===== src/rtl/aurora_tx_arbiter.sv =====
// Packet-atomic arbiter sharing the Aurora TX AXI-Stream port between the sequencer and loopback FIFO.
// Optional per-source packet counters are enabled with `define AURORA_TX_ARB_STATS_EN.
//
// state  | meaning
// IDLE   | no grant; evaluate eligible requests, grant registered on the next edge
// GRANT0 | source 0 owns the port until its tlast handshake
// GRANT1 | source 1 owns the port until its tlast handshake
// GAP    | forced idle after a packet; down-counter from the sampled gap

module aurora_tx_arbiter #(
  parameter int GAP_W = 16
) (
  input  logic             user_clk,
  input  logic             sys_reset,
  input  logic             s0_axis_tvalid,
  input  logic [31:0]      s0_axis_tdata,
  input  logic             s0_axis_tlast,
  output logic             s0_axis_tready,
  input  logic             s1_axis_tvalid,
  input  logic [31:0]      s1_axis_tdata,
  input  logic             s1_axis_tlast,
  output logic             s1_axis_tready,
  output logic             m_axis_tvalid,
  output logic [31:0]      m_axis_tdata,
  output logic             m_axis_tlast,
  input  logic             m_axis_tready,
  output logic [3:0]       m_axis_tkeep,
  input  logic [1:0]       ctrl_mode,
  input  logic [GAP_W-1:0] ctrl_gap,
  output logic [1:0]       stat_grant,
  output logic             stat_busy
`ifdef AURORA_TX_ARB_STATS_EN
  ,
  input  logic             stat_clear,
  output logic [31:0]      stat_pkt0,
  output logic [31:0]      stat_pkt1
`endif
);

  typedef enum logic [1:0] {IDLE, GRANT0, GRANT1, GAP} state_t;

  state_t             state, state_nxt;
  logic               last_grant, last_grant_nxt;
  logic [GAP_W-1:0]   gap_cnt, gap_cnt_nxt;
  logic               elig0, elig1;
  logic               done0, done1;

  assign elig0 = s0_axis_tvalid & ~ctrl_mode[0];
  assign elig1 = s1_axis_tvalid & ((ctrl_mode == 2'b01) | (ctrl_mode == 2'b10));

  assign done0 = (state == GRANT0) & s0_axis_tvalid & m_axis_tready & s0_axis_tlast;
  assign done1 = (state == GRANT1) & s1_axis_tvalid & m_axis_tready & s1_axis_tlast;

  assign m_axis_tkeep = 4'hF;

  always_ff @(posedge user_clk) begin
    if (sys_reset) begin
      state      <= IDLE;
      last_grant <= 1'b1;
      gap_cnt    <= '0;
    end else begin
      state      <= state_nxt;
      last_grant <= last_grant_nxt;
      gap_cnt    <= gap_cnt_nxt;
    end
  end

  always_comb begin
    state_nxt      = state;
    last_grant_nxt = last_grant;
    gap_cnt_nxt    = gap_cnt;
    m_axis_tvalid  = 1'b0;
    m_axis_tdata   = '0;
    m_axis_tlast   = 1'b0;
    s0_axis_tready = 1'b0;
    s1_axis_tready = 1'b0;
    stat_grant     = 2'b00;
    stat_busy      = 1'b0;
    case (state)
      IDLE: begin
        // last_grant = 1 means source 1 went last, so source 0 wins a tie
        if (elig0 && elig1)
          state_nxt = last_grant ? GRANT0 : GRANT1;
        else if (elig0)
          state_nxt = GRANT0;
        else if (elig1)
          state_nxt = GRANT1;
      end
      GRANT0: begin
        m_axis_tvalid  = s0_axis_tvalid;
        m_axis_tdata   = s0_axis_tdata;
        m_axis_tlast   = s0_axis_tlast;
        s0_axis_tready = m_axis_tready;
        stat_grant     = 2'b01;
        stat_busy      = 1'b1;
        if (done0) begin
          last_grant_nxt = 1'b0;
          gap_cnt_nxt    = ctrl_gap;
          state_nxt      = (ctrl_gap != '0) ? GAP : IDLE;
        end
      end
      GRANT1: begin
        m_axis_tvalid  = s1_axis_tvalid;
        m_axis_tdata   = s1_axis_tdata;
        m_axis_tlast   = s1_axis_tlast;
        s1_axis_tready = m_axis_tready;
        stat_grant     = 2'b10;
        stat_busy      = 1'b1;
        if (done1) begin
          last_grant_nxt = 1'b1;
          gap_cnt_nxt    = ctrl_gap;
          state_nxt      = (ctrl_gap != '0) ? GAP : IDLE;
        end
      end
      GAP: begin
        stat_busy   = 1'b1;
        gap_cnt_nxt = gap_cnt - GAP_W'(1);
        if (gap_cnt <= GAP_W'(1))
          state_nxt = IDLE;
      end
      default: state_nxt = IDLE;
    endcase
  end

`ifdef AURORA_TX_ARB_STATS_EN
  always_ff @(posedge user_clk) begin
    if (sys_reset || stat_clear) begin
      stat_pkt0 <= '0;
      stat_pkt1 <= '0;
    end else begin
      if (done0) stat_pkt0 <= stat_pkt0 + 32'd1;
      if (done1) stat_pkt1 <= stat_pkt1 + 32'd1;
    end
  end
`endif

endmodule


===== config.mk =====
export PLATFORM = sky130hd
export DESIGN_NAME = aurora_tx_arbiter
export DESIGN_NICKNAME = d
export VERILOG_FILES = /design/src/rtl/aurora_tx_arbiter.sv
export SDC_FILE = /design/constraint.sdc
export NUM_CORES = 1
export LEC_CHECK = 0
export CAP_MARGIN = 20
export CORE_ASPECT_RATIO = 2
export CORE_UTILIZATION = 39
export DETAILED_ROUTE_END_ITERATION = 10
export GPL_TIMING_DRIVEN = 0
export PLACE_DENSITY = 0.87
export SETUP_SLACK_MARGIN = 0.1
export SLEW_MARGIN = 25
export SYNTH_ARGS = -nofsm -noshare
export SYNTH_HDL_FRONTEND = slang
export SYNTH_SLANG_ARGS = --single-unit

===== constraint.sdc =====
create_clock -name user_clk -period 3.15 [get_ports user_clk]
set_input_delay 0.4725 -clock user_clk [delete_from_list [all_inputs] [get_ports user_clk]]
set_output_delay 0.4725 -clock user_clk [all_outputs]
set_load 0.05 [all_outputs]

==> impl_metrics.yaml <==
status:
  status: "complete, no violations"
hold_path:
  hp-class: "flip-flop to flip-flop"
  hold_path_depth: 2
floorplan:
  die_height_um: 101
  fp.dieArea_mm2: 0.00520
  io_pins: 132
  core_area_mm2: 0.00464
  initial_core_util_pct: 41.2
  rows: 35
  die_w_um: 51.5
route:
  vias_per_cell: 5.76
  drc: 0
  wl_per_cell_um: 16.2
  drt_iter0_markers: 73
  routed_wl_um: 7370
  ant_nets: 0
  num_vias: 2620
  dr.pass1.iters: 4
cts:
  hold_buffers: 0
  htreeDepth: 1
  cts_setup_buffers: 0
  cts_buffer_depth: 2
  numCtsBuffers: 3
  clk_latency_ps: 260
  clock-sinks: 19
  cts_root_buffer: "clkbuf_8"
  clkSlewWorstSetupHoldPaths_ps: 70
  cts_tree: "done"
sta:
  hold_viol_final: 0
  finalClockSkew_ps: 1.85
  tns_ps: 0
  drv_slew: 0
  fmaxAchievable_ghz: 0.349
  post-route-period-util_pct: 91.0
  grt_setup_unrepaired: "no"
  tightest_slew_ps: 707
  relSlewSlack_pct: 52.8
  setup_viol: 0
  post-route-min-period_ps: 2870
logic_synthesis:
  synth_simple_gate_area_share_pct: 31.0
  synth-main-ff-cell: "dfxtp_1"
  ys_warn_count: 0
  synth_cell_type_count: 40
  asyncSetResetFlopFracSynth_pct: 0
  synthCells: 265
  synth_top_family_by_area: "compound AO/OA/AOI/OAI gates"
  yosysSeqAreaShare_pct: 19.9
  synth_edf_count: 0
  netlist_area_mm2: 0.00191
  synth.area.mux_share_pct: 0.589
  synth_fa_ha_area_share_pct: 5.89
  synthXorXnorAreaFrac_pct: 0
  synth_compound_area_share_pct: 34.1
  ys_ff_latch: 19
  avgSynthCellArea_um2: 7.21
placement:
  io_buffer_count: 127
  routabilityCongestion: 0.948
  dp_hpwl_um: 6040
  place_inst: 451
critical_path:
  critPathCaptureType: "output port"
  r2r_setup_slack_ps: 690
  cp_data_required_time_ps: 2680
  arrival_ps: 2390
  critPathKind: "flip-flop to output port"
  critPathLaunchType: "flip-flop"
  cp_max_fo: 10
  reg2reg_depth: 7
grt:
  grt_pass1_vias: 2476
  use_met3_pct: 7.39
  top_usage_layer: "met2"
  use_met1_pct: 25.3
  grt_pass1_wl_um: 11200
  antenna_found_initial: 0
  grt_overflow: 0
  grt_max_degree: 11
  met2_usage_pct: 54.7
  grtUsageTotal_pct: 27.6
cells_and_area:
  area_growth_pct: 71.4
  antenna_cells: 0
  multiInputGateArea_mm2: 0.00138
  fillers: 406
  drive_gt1_share_pct: 7.75
  nNetsFinal: 499
  instances_no_fill: 455
  regArea_um2: 380
power_and_ir_drop:
  vdd_ir_drop_max_mv: 0.588
  power_density_mw_per_mm2: 688
  p_leak_nw: 1.32
flow_run:
  cap_violations: 0
-- cell usage in the layout (no fill, tap or decap), types with 6 or more instances in the layout --
cell type and instances:
clkdlybuf4s50_1 91, a22oi_1 39, nor2b_1 37, dfxtp_1 19
o21ai_0 18, clkbuf_1 15, a21oi_1 15, nand2_1 15
clkbuf_2 14, inv_1 13, clkdlybuf4s15_1 10, nor4_1 9
ha_1 9, dlygate4sd2_1 9, nor2_1 8, nor3_1 6
dlymetal6s2s_1 6
-- path summary, 6_finish.rpt --
check	start	endpoint
setup / recovery	state[0]$_SDFFE_PP0P_	m_axis_tdata[14]
hold reg to reg	gap_cnt[13]$_SDFFE_PP0P_	gap_cnt[13]$_SDFFE_PP0P_
hold / removal	gap_cnt[13]$_SDFFE_PP0P_	gap_cnt[13]$_SDFFE_PP0P_
setup reg to reg	state[0]$_SDFFE_PP0P_	gap_cnt[0]$_SDFFE_PP0P_
-- metrics by stage --
step                      util (%)  worst slack (ps)  total power [mW]  area [um^2]  hold slack [ps]
after floorplan                  -               663              1.56         1920              458
after global placement        70.3              99.8              2.05         3260              472
after detailed placement      70.4              48.9              2.09         3270              484
after CTS                     70.8               103              2.23         3290              495
after global routing          70.5               102              2.39         3270              542
final                         70.5               284              2.25         3270              496
-- layer usage --
metal  share of wire (%)  vias to the layer above
met5                   0                        -
met4                 2.2                        0
met3                  10                       17
met2                  54                      156
met1                  34                     1201
li1                    -                     1246
-- timing repair --
action | CTS | global route
gates resized for setup | 40 | 35
pin swaps | 0 | 0
gates cloned | 0 | 0
setup endpoints to repair | 30 | 31
-- cell type report --
| cell class | count | area share [%] |
|---|---|---|
| multi-input cells | 211 | 42.2 |
| plain buffers | 25 | 3.59 |
| clock buffers | 4 | 1.38 |
| flip-flops and latches | 19 | 11.6 |
| repair buffers | 128 | 37.6 |
| well taps | 55 | 2.10 |
| inverters | 13 | 1.49 |
-- sequential cells by signal (all words and copies together), names as in the netlist --
name and count:
gap_cnt 16, state 2, last_grant 1
-- power breakdown --
| group | internal, mW | switching, mW |
|---|---|---|
| combinational | 0.666 | 1.02 |
| clock | 0.0903 | 0.0878 |
| sequential | 0.311 | 0.0778 |
| total | 1.07 | 1.18 |
-- synth_stat cells (3+ instances only) --
master | n | area share [%]
or3_1 | 5 | 1.6
nor2b_1 | 37 | 12
clkbuf_1 | 15 | 2.9
a21oi_1 | 15 | 3.9
nor2_1 | 8 | 1.6
a22oi_1 | 39 | 15
buf_1 | 5 | 0.98
o31a_1 | 5 | 2.3
a211o_1 | 3 | 1.4
inv_1 | 13 | 2.6
or4_1 | 3 | 1.2
nor4_1 | 9 | 2.9
ha_1 | 9 | 5.9
nor3_1 | 6 | 1.6
dfxtp_1 | 19 | 20
nand2_1 | 15 | 2.9
nand2b_1 | 4 | 1.3
nand3_1 | 5 | 1.3
o32ai_1 | 4 | 1.8
o31ai_1 | 3 | 1.2
o21ai_0 | 18 | 4.7
buf_4 | 4 | 1.6
-- critical path, stage by stage, from the launching register on --
cell and delay [ps]:
dfxtp_1 340, inv_1 150, ha_1 200, clkbuf_1 370
clkbuf_2 310, a22oi_1 120, nor2b_1 110, dlygate4sd2_1 530
-- kinds of logic after synthesis --
logic type      after synthesis
buf+inv                      38
mux                           1
other cells                   1
simple gates                102
fa+ha+maj                     9
flops                        19
compound gates               95
Power figures use the tool's default switching activity.
